--- src/rtl/mc_control.sv ---
// Multi-cycle datapath controller: sequences fetch, decode, memory, ALU and
// branch/jump steps, and decodes the datapath controls from the current state.
module mc_control (
  input  logic       clk,
  input  logic       rst_n,
  input  logic [5:0] Opcode,
  input  logic       mem_ready,
  input  logic       Zero,
  input  logic       Neg,
  output logic       PCWrite,
  output logic       IorD,
  output logic       MemRead,
  output logic       MemWrite,
  output logic       IRWrite,
  output logic       MemtoReg,
  output logic       RegDst,
  output logic       RegWrite,
  output logic       ALUSrcA,
  output logic [1:0] ALUSrcB,
  output logic [1:0] PCSource,
  output logic [2:0] ALUOp,
  output logic       illegal,
  output logic [3:0] state
);

  typedef enum logic [3:0] {
    S_FETCH  = 4'd0,
    S_DECODE = 4'd1,
    S_MEMADR = 4'd2,
    S_MEMRD  = 4'd3,
    S_MEMWB  = 4'd4,
    S_MEMWR  = 4'd5,
    S_REXEC  = 4'd6,
    S_RWB    = 4'd7,
    S_IEXEC  = 4'd8,
    S_IWB    = 4'd9,
    S_BRANCH = 4'd10,
    S_JUMP   = 4'd11
  } state_t;

  localparam logic [5:0] OP_R    = 6'b000000;
  localparam logic [5:0] OP_LW   = 6'b100011;
  localparam logic [5:0] OP_SW   = 6'b101011;
  localparam logic [5:0] OP_BEQ  = 6'b000100;
  localparam logic [5:0] OP_BNE  = 6'b000101;
  localparam logic [5:0] OP_BGTZ = 6'b000111;
  localparam logic [5:0] OP_ADDI = 6'b001000;
  localparam logic [5:0] OP_SLTI = 6'b001010;
  localparam logic [5:0] OP_ANDI = 6'b001100;
  localparam logic [5:0] OP_ORI  = 6'b001101;
  localparam logic [5:0] OP_J    = 6'b000010;

  state_t     cur;
  logic [5:0] op_q;

  assign state = cur;

  always_ff @(posedge clk) begin
    if (!rst_n) begin
      cur  <= S_FETCH;
      op_q <= 6'd0;
    end else begin
      case (cur)
        S_FETCH:  cur <= mem_ready ? S_DECODE : S_FETCH;
        S_DECODE: begin
          op_q <= Opcode;
          case (Opcode)
            OP_LW, OP_SW:                     cur <= S_MEMADR;
            OP_R:                             cur <= S_REXEC;
            OP_ADDI, OP_SLTI, OP_ANDI, OP_ORI: cur <= S_IEXEC;
            OP_BEQ, OP_BNE, OP_BGTZ:          cur <= S_BRANCH;
            OP_J:                             cur <= S_JUMP;
            default:                          cur <= S_FETCH;
          endcase
        end
        S_MEMADR: begin
          if (op_q == OP_LW)      cur <= S_MEMRD;
          else if (op_q == OP_SW) cur <= S_MEMWR;
          else                    cur <= S_FETCH;
        end
        S_MEMRD:  cur <= mem_ready ? S_MEMWB : S_MEMRD;
        S_MEMWB:  cur <= S_FETCH;
        S_MEMWR:  cur <= mem_ready ? S_FETCH : S_MEMWR;
        S_REXEC:  cur <= S_RWB;
        S_RWB:    cur <= S_FETCH;
        S_IEXEC:  cur <= S_IWB;
        S_IWB:    cur <= S_FETCH;
        S_BRANCH: cur <= S_FETCH;
        S_JUMP:   cur <= S_FETCH;
        default:  cur <= S_FETCH;
      endcase
    end
  end

  always_comb begin
    PCWrite  = 1'b0;
    IorD     = 1'b0;
    MemRead  = 1'b0;
    MemWrite = 1'b0;
    IRWrite  = 1'b0;
    MemtoReg = 1'b0;
    RegDst   = 1'b0;
    RegWrite = 1'b0;
    ALUSrcA  = 1'b0;
    ALUSrcB  = 2'b00;
    PCSource = 2'b00;
    ALUOp    = 3'b000;
    illegal  = 1'b0;
    case (cur)
      S_FETCH: begin
        MemRead = 1'b1;
        ALUSrcB = 2'b01;
        IRWrite = mem_ready;
        PCWrite = mem_ready;
      end
      S_DECODE: begin
        ALUSrcB = 2'b11;
        case (Opcode)
          OP_LW, OP_SW, OP_R, OP_ADDI, OP_SLTI, OP_ANDI, OP_ORI,
          OP_BEQ, OP_BNE, OP_BGTZ, OP_J: illegal = 1'b0;
          default:                        illegal = 1'b1;
        endcase
      end
      S_MEMADR: begin
        ALUSrcA = 1'b1;
        ALUSrcB = 2'b10;
      end
      S_MEMRD: begin
        MemRead = 1'b1;
        IorD    = 1'b1;
      end
      S_MEMWB: begin
        RegWrite = 1'b1;
        MemtoReg = 1'b1;
      end
      S_MEMWR: begin
        MemWrite = 1'b1;
        IorD     = 1'b1;
      end
      S_REXEC: begin
        ALUSrcA = 1'b1;
        ALUOp   = 3'b010;
      end
      S_RWB: begin
        RegWrite = 1'b1;
        RegDst   = 1'b1;
      end
      S_IEXEC: begin
        ALUSrcA = 1'b1;
        ALUSrcB = 2'b10;
        case (op_q)
          OP_SLTI: ALUOp = 3'b111;
          OP_ANDI: ALUOp = 3'b100;
          OP_ORI:  ALUOp = 3'b101;
          default: ALUOp = 3'b000;
        endcase
      end
      S_IWB: RegWrite = 1'b1;
      S_BRANCH: begin
        ALUSrcA  = 1'b1;
        PCSource = 2'b01;
        ALUOp    = (op_q == OP_BGTZ) ? 3'b110 : 3'b001;
        // Branch decision uses the ALU flags of this very cycle.
        PCWrite  = ((op_q == OP_BEQ)  &  Zero) |
                   ((op_q == OP_BNE)  & ~Zero) |
                   ((op_q == OP_BGTZ) & ~Zero & ~Neg);
      end
      S_JUMP: begin
        PCWrite  = 1'b1;
        PCSource = 2'b10;
      end
      default: ;
    endcase
    if (!rst_n) begin
      PCWrite  = 1'b0;
      IRWrite  = 1'b0;
      RegWrite = 1'b0;
      MemWrite = 1'b0;
      MemRead  = 1'b0;
      illegal  = 1'b0;
    end
  end

endmodule

--- config.mk ---
export PLATFORM = sky130hd
export DESIGN_NAME = mc_control
export DESIGN_NICKNAME = d
export VERILOG_FILES = /design/src/rtl/mc_control.sv
export SDC_FILE = /design/constraint.sdc
export NUM_CORES = 1
export LEC_CHECK = 0
export CAP_MARGIN = 20
export CORE_UTILIZATION = 50
export DETAILED_ROUTE_END_ITERATION = 10
export GPL_TIMING_DRIVEN = 0
export PLACE_DENSITY = 0.84
export SETUP_SLACK_MARGIN = 0.02
export SLEW_MARGIN = 20
export SYNTH_ARGS = -nofsm -noshare
export SYNTH_HDL_FRONTEND = slang
export SYNTH_SLANG_ARGS = --single-unit
--- constraint.sdc ---
create_clock -name clk -period 3.25 [get_ports clk]
set_clock_uncertainty 0.15 [all_clocks]
set_input_delay 0.4875 -clock clk [delete_from_list [all_inputs] [get_ports clk]]
set_output_delay 0.4875 -clock clk [all_outputs]
set_load 0.005 [all_outputs]
==> summary.md <==
| Metric | Value |
|---|---|
| CTS H-tree lvls | `1` |
| CP max stage cell | `clkdlybuf4s50_1` |
| TNS Setup | `0 ns` |
| CTS clk-pin slew, worst paths | `0.06 ns` |
| Synth Flop Type | `dfxtp_1` |
| CTS tree | `done` |
| Crit path kind | `flip-flop to primary output` |
| CP arrival | `2.30 ns` |
| Async S/R FF share, synth | `0%` |
| Mapped Nets | `156` |
| Setup crit start | `state[3]` |
| # DRC | `0` |
| Worst vdd ir | `0.165 mV` |
| PwrDens | `243 mW/mm^2` |
| Post-CTS setup repair buffer count | `0` |
| Share of cells above drive strength 1 | `9.04%` |
| CTS Buf Count | `3` |
| YS warnings | `0` |
| Status | `finished, final reports clean` |
| Core area | `0.00196 mm^2` |
| Row count | `16` |
| Post-detail-place hpwl | `2130 um` |
| Drt pass-1 iters | `4` |
| Hold WS | `0.363 ns` |
| Synth unique cells | `47` |
| RSZ-0062 raised after global routing | `false` |
| Sequential element share of the synthesized area | `19.2%` |
| Total congestion overflow | `0` |
| Comb pwr share | `34.2%` |
| Slew @ Worst Pin | `0.538 ns` |
| Hold EP | `op_q[5]` |
| Number of flops mapped to enable cells by yosys | `0` |
| CP startpoint kind | `flip-flop` |
| CP delay by family, top | `buffers and inverters` |
| R2R Setup Slk | `1.44 ns` |
| Vias in the first global route | `964` |
| Post-route ant nets | `0` |
| Reg2Reg Depth | `5` |
| Initial Util | `53.1%` |
| FF-to-FF End | `state[2]` |
| Max clock buf depth | `2` |
| Final period utilization | `90.3%` |
| Placed Area | `0.00137 mm^2` |
| Ant diodes | `0` |
| Clk pwr share | `24.7%` |
| Crit end category | `primary output` |
| Buf/Inv on CP | `2` |
| Syn Inst Count | `145` |
| Reg-to-Reg Start | `state[1]` |
| I/O pin count | `32` |
| Die Ht | `47.6 um` |
| DIE WIDTH | `47.6 um` |
| Cell area after layout | `0.00139 mm^2` |
| CTS hold repair buffers | `0` |
| RD Place Congestion | `0.803` |
| Later-pin clock latency in the skew report | `0.26 ns` |
| PortBufs | `29` |
| Final min period | `2.93 ns` |
| Max Cap Viol | `0` |
| Slew HR | `63.6%` |
| Fmax | `341 MHz` |
| Initial antenna violation count | `0` |
| Drt initial violations | `39` |
| Pint | `0.232 mW` |
| Worst Hold Depth | `2` |
| Final #Nets | `190` |
| Final Max Slew Viols | `0` |
| GRT Overall Usage | `26.8%` |
| Flops & latches, synth | `10` |
| Sw Share | `31.2%` |
| Crit path largest cell delay | `0.53 ns` |
| Hold Fails Final Rpt | `0` |
| Source of the worst hold timing path | `op_q[5]` |
| CTS Root Cell | `clkbuf_4` |
| Resized cells post-CTS | `0` |
| Synth Cell Area | `0.00104 mm^2` |
| Avg WL per Cell | `13.7 um` |
| Pin count of the biggest net entering global routing | `11` |
| Max Fanout on Critical Path | `10` |
| Switching pwr | `0.105 mW` |
| # clock sinks | `10` |
| Hold Crit Class | `flip-flop to flip-flop` |
| Leak | `0.463 nW` |
| Drt via density | `5.98` |
| Critical path, cell by cell | `buf_2, nor4b_1, and3_1, nand2_1, o21ai_0, clkdlybuf4s50_1` |
| Via Count | `1,220` |
| Final setup viols | `0` |
| First-pass GRT wire length | `4240 um` |
| Area growth from synthesis to layout | `33.3%` |
| Worst Path Required | `2.61 ns` |
| Flop pwr share | `41.2%` |
| Area of the die | `0.00227 mm^2` |
| Detailed-route wire length | `2790 um` |
| Syn avg cell area | `7.18 um^2` |
-- layout make-up --
cell class	count	area [um^2]
multi-input combinational	120	754
fill	179	574
timing repair buffer	29	290
sequential	10	200
buffer	12	75.1
tap	27	33.8
clock buffer	3	22.5
inverter	3	11.3
-- logic make-up (layout without fill, tap and decap cells) --
group	count (synthesis)	in the layout	synth area share, %
DFF	10	10	19.2
muxes	1	1	0.962
and+or+nand+nor	80	80	46.4
xor gates and xnor gates	1	1	0.841
buffers and inverters	15	47	8.29
AOI/OAI and AO/OA	38	38	24.3
-- registers in the layout, indices dropped and copies added (netlist names) --
name,count
op_q,6
state,4
-- worst reg2reg max path, stage by stage, from the launching register on --
cell	delay, ns
dfxtp_1	0.38
or4b_1	0.55
buf_4	0.19
nor4_2	0.28
a221oi_1	0.08
nor2b_1	0.12
-- placed cells by master, fill, tap and decap left out, types with 4 or more instances in the layout --
| master | netlist | routed |
|---|---|---|
| clkbuf_1 | 4 | 4 |
| a21oi_1 | 8 | 8 |
| nor2b_1 | 4 | 4 |
| clkdlybuf4s50_1 | 0 | 29 |
| dfxtp_1 | 10 | 10 |
| nor3_1 | 5 | 5 |
| o21ai_0 | 7 | 7 |
| nand2b_1 | 8 | 8 |
| nand2_1 | 23 | 23 |
| nor2_1 | 15 | 15 |
| clkbuf_4 | 1 | 4 |
| a21boi_0 | 7 | 7 |
-- power by group through the flow --
| stage | combinational [mW] | sequential, mW | clock [mW] |
|---|---|---|---|
| 4_1_cts | 0.116 | 0.139 | 0.0835 |
| 6_report | 0.115 | 0.139 | 0.0833 |
| 3_3_place_gp | 0.111 | 0.141 | 0 |
| 5_1_grt | 0.129 | 0.140 | 0.0938 |
| 2_1_floorplan | 0.0686 | 0.139 | 0 |
| 3_5_place_dp | 0.115 | 0.142 | 0 |
-- cells in the mapped netlist (2+ instances only) --
cell | number | area share (%)
a21boi_0 | 7 | 5.0
a21oi_1 | 8 | 3.8
a221oi_1 | 2 | 1.7
a31oi_1 | 2 | 1.2
and3_1 | 2 | 1.2
buf_2 | 3 | 1.4
buf_4 | 2 | 1.4
buf_6 | 2 | 2.2
clkbuf_1 | 4 | 1.4
dfxtp_1 | 10 | 19
inv_1 | 3 | 1.1
nand2_1 | 23 | 8.3
nand2b_1 | 8 | 4.8
nand3b_1 | 3 | 2.2
nor2_1 | 15 | 5.4
nor2b_1 | 4 | 2.4
nor3_1 | 5 | 2.4
nor3b_1 | 3 | 2.2
nor4_1 | 2 | 1.2
nor4b_1 | 3 | 2.5
o21ai_0 | 7 | 3.4
o22ai_1 | 2 | 1.2
-- metal layers --
layer	part of all wire, %	global-route usage, %
met1	44	34.2
met2	49	43.0
met3	5.7	4.91
met4	1.6	14.4
met5	0	0
-- stage by stage --
step           utilization [%]  instances  setup slack (ns)  power, mW
2_1_floorplan                -        145              1.27      0.208
3_3_place_gp              69.6        201             0.423      0.253
3_5_place_dp              69.6        201             0.286      0.257
4_1_cts                   70.7        204             0.278      0.338
5_1_grt                   70.7        204             0.145      0.363
6_report                  70.7        204             0.317      0.338
-- worst max-delay path by stage --
stage / endpoint / cells after the start
3_3_place_gp: illegal / 6
3_5_place_dp: illegal / 6
5_1_grt: illegal / 6
4_1_cts: illegal / 6
2_1_floorplan: ALUOp[1] / 5
6_report: ALUOp[2] / 6
Power figures use the tool's default switching activity.
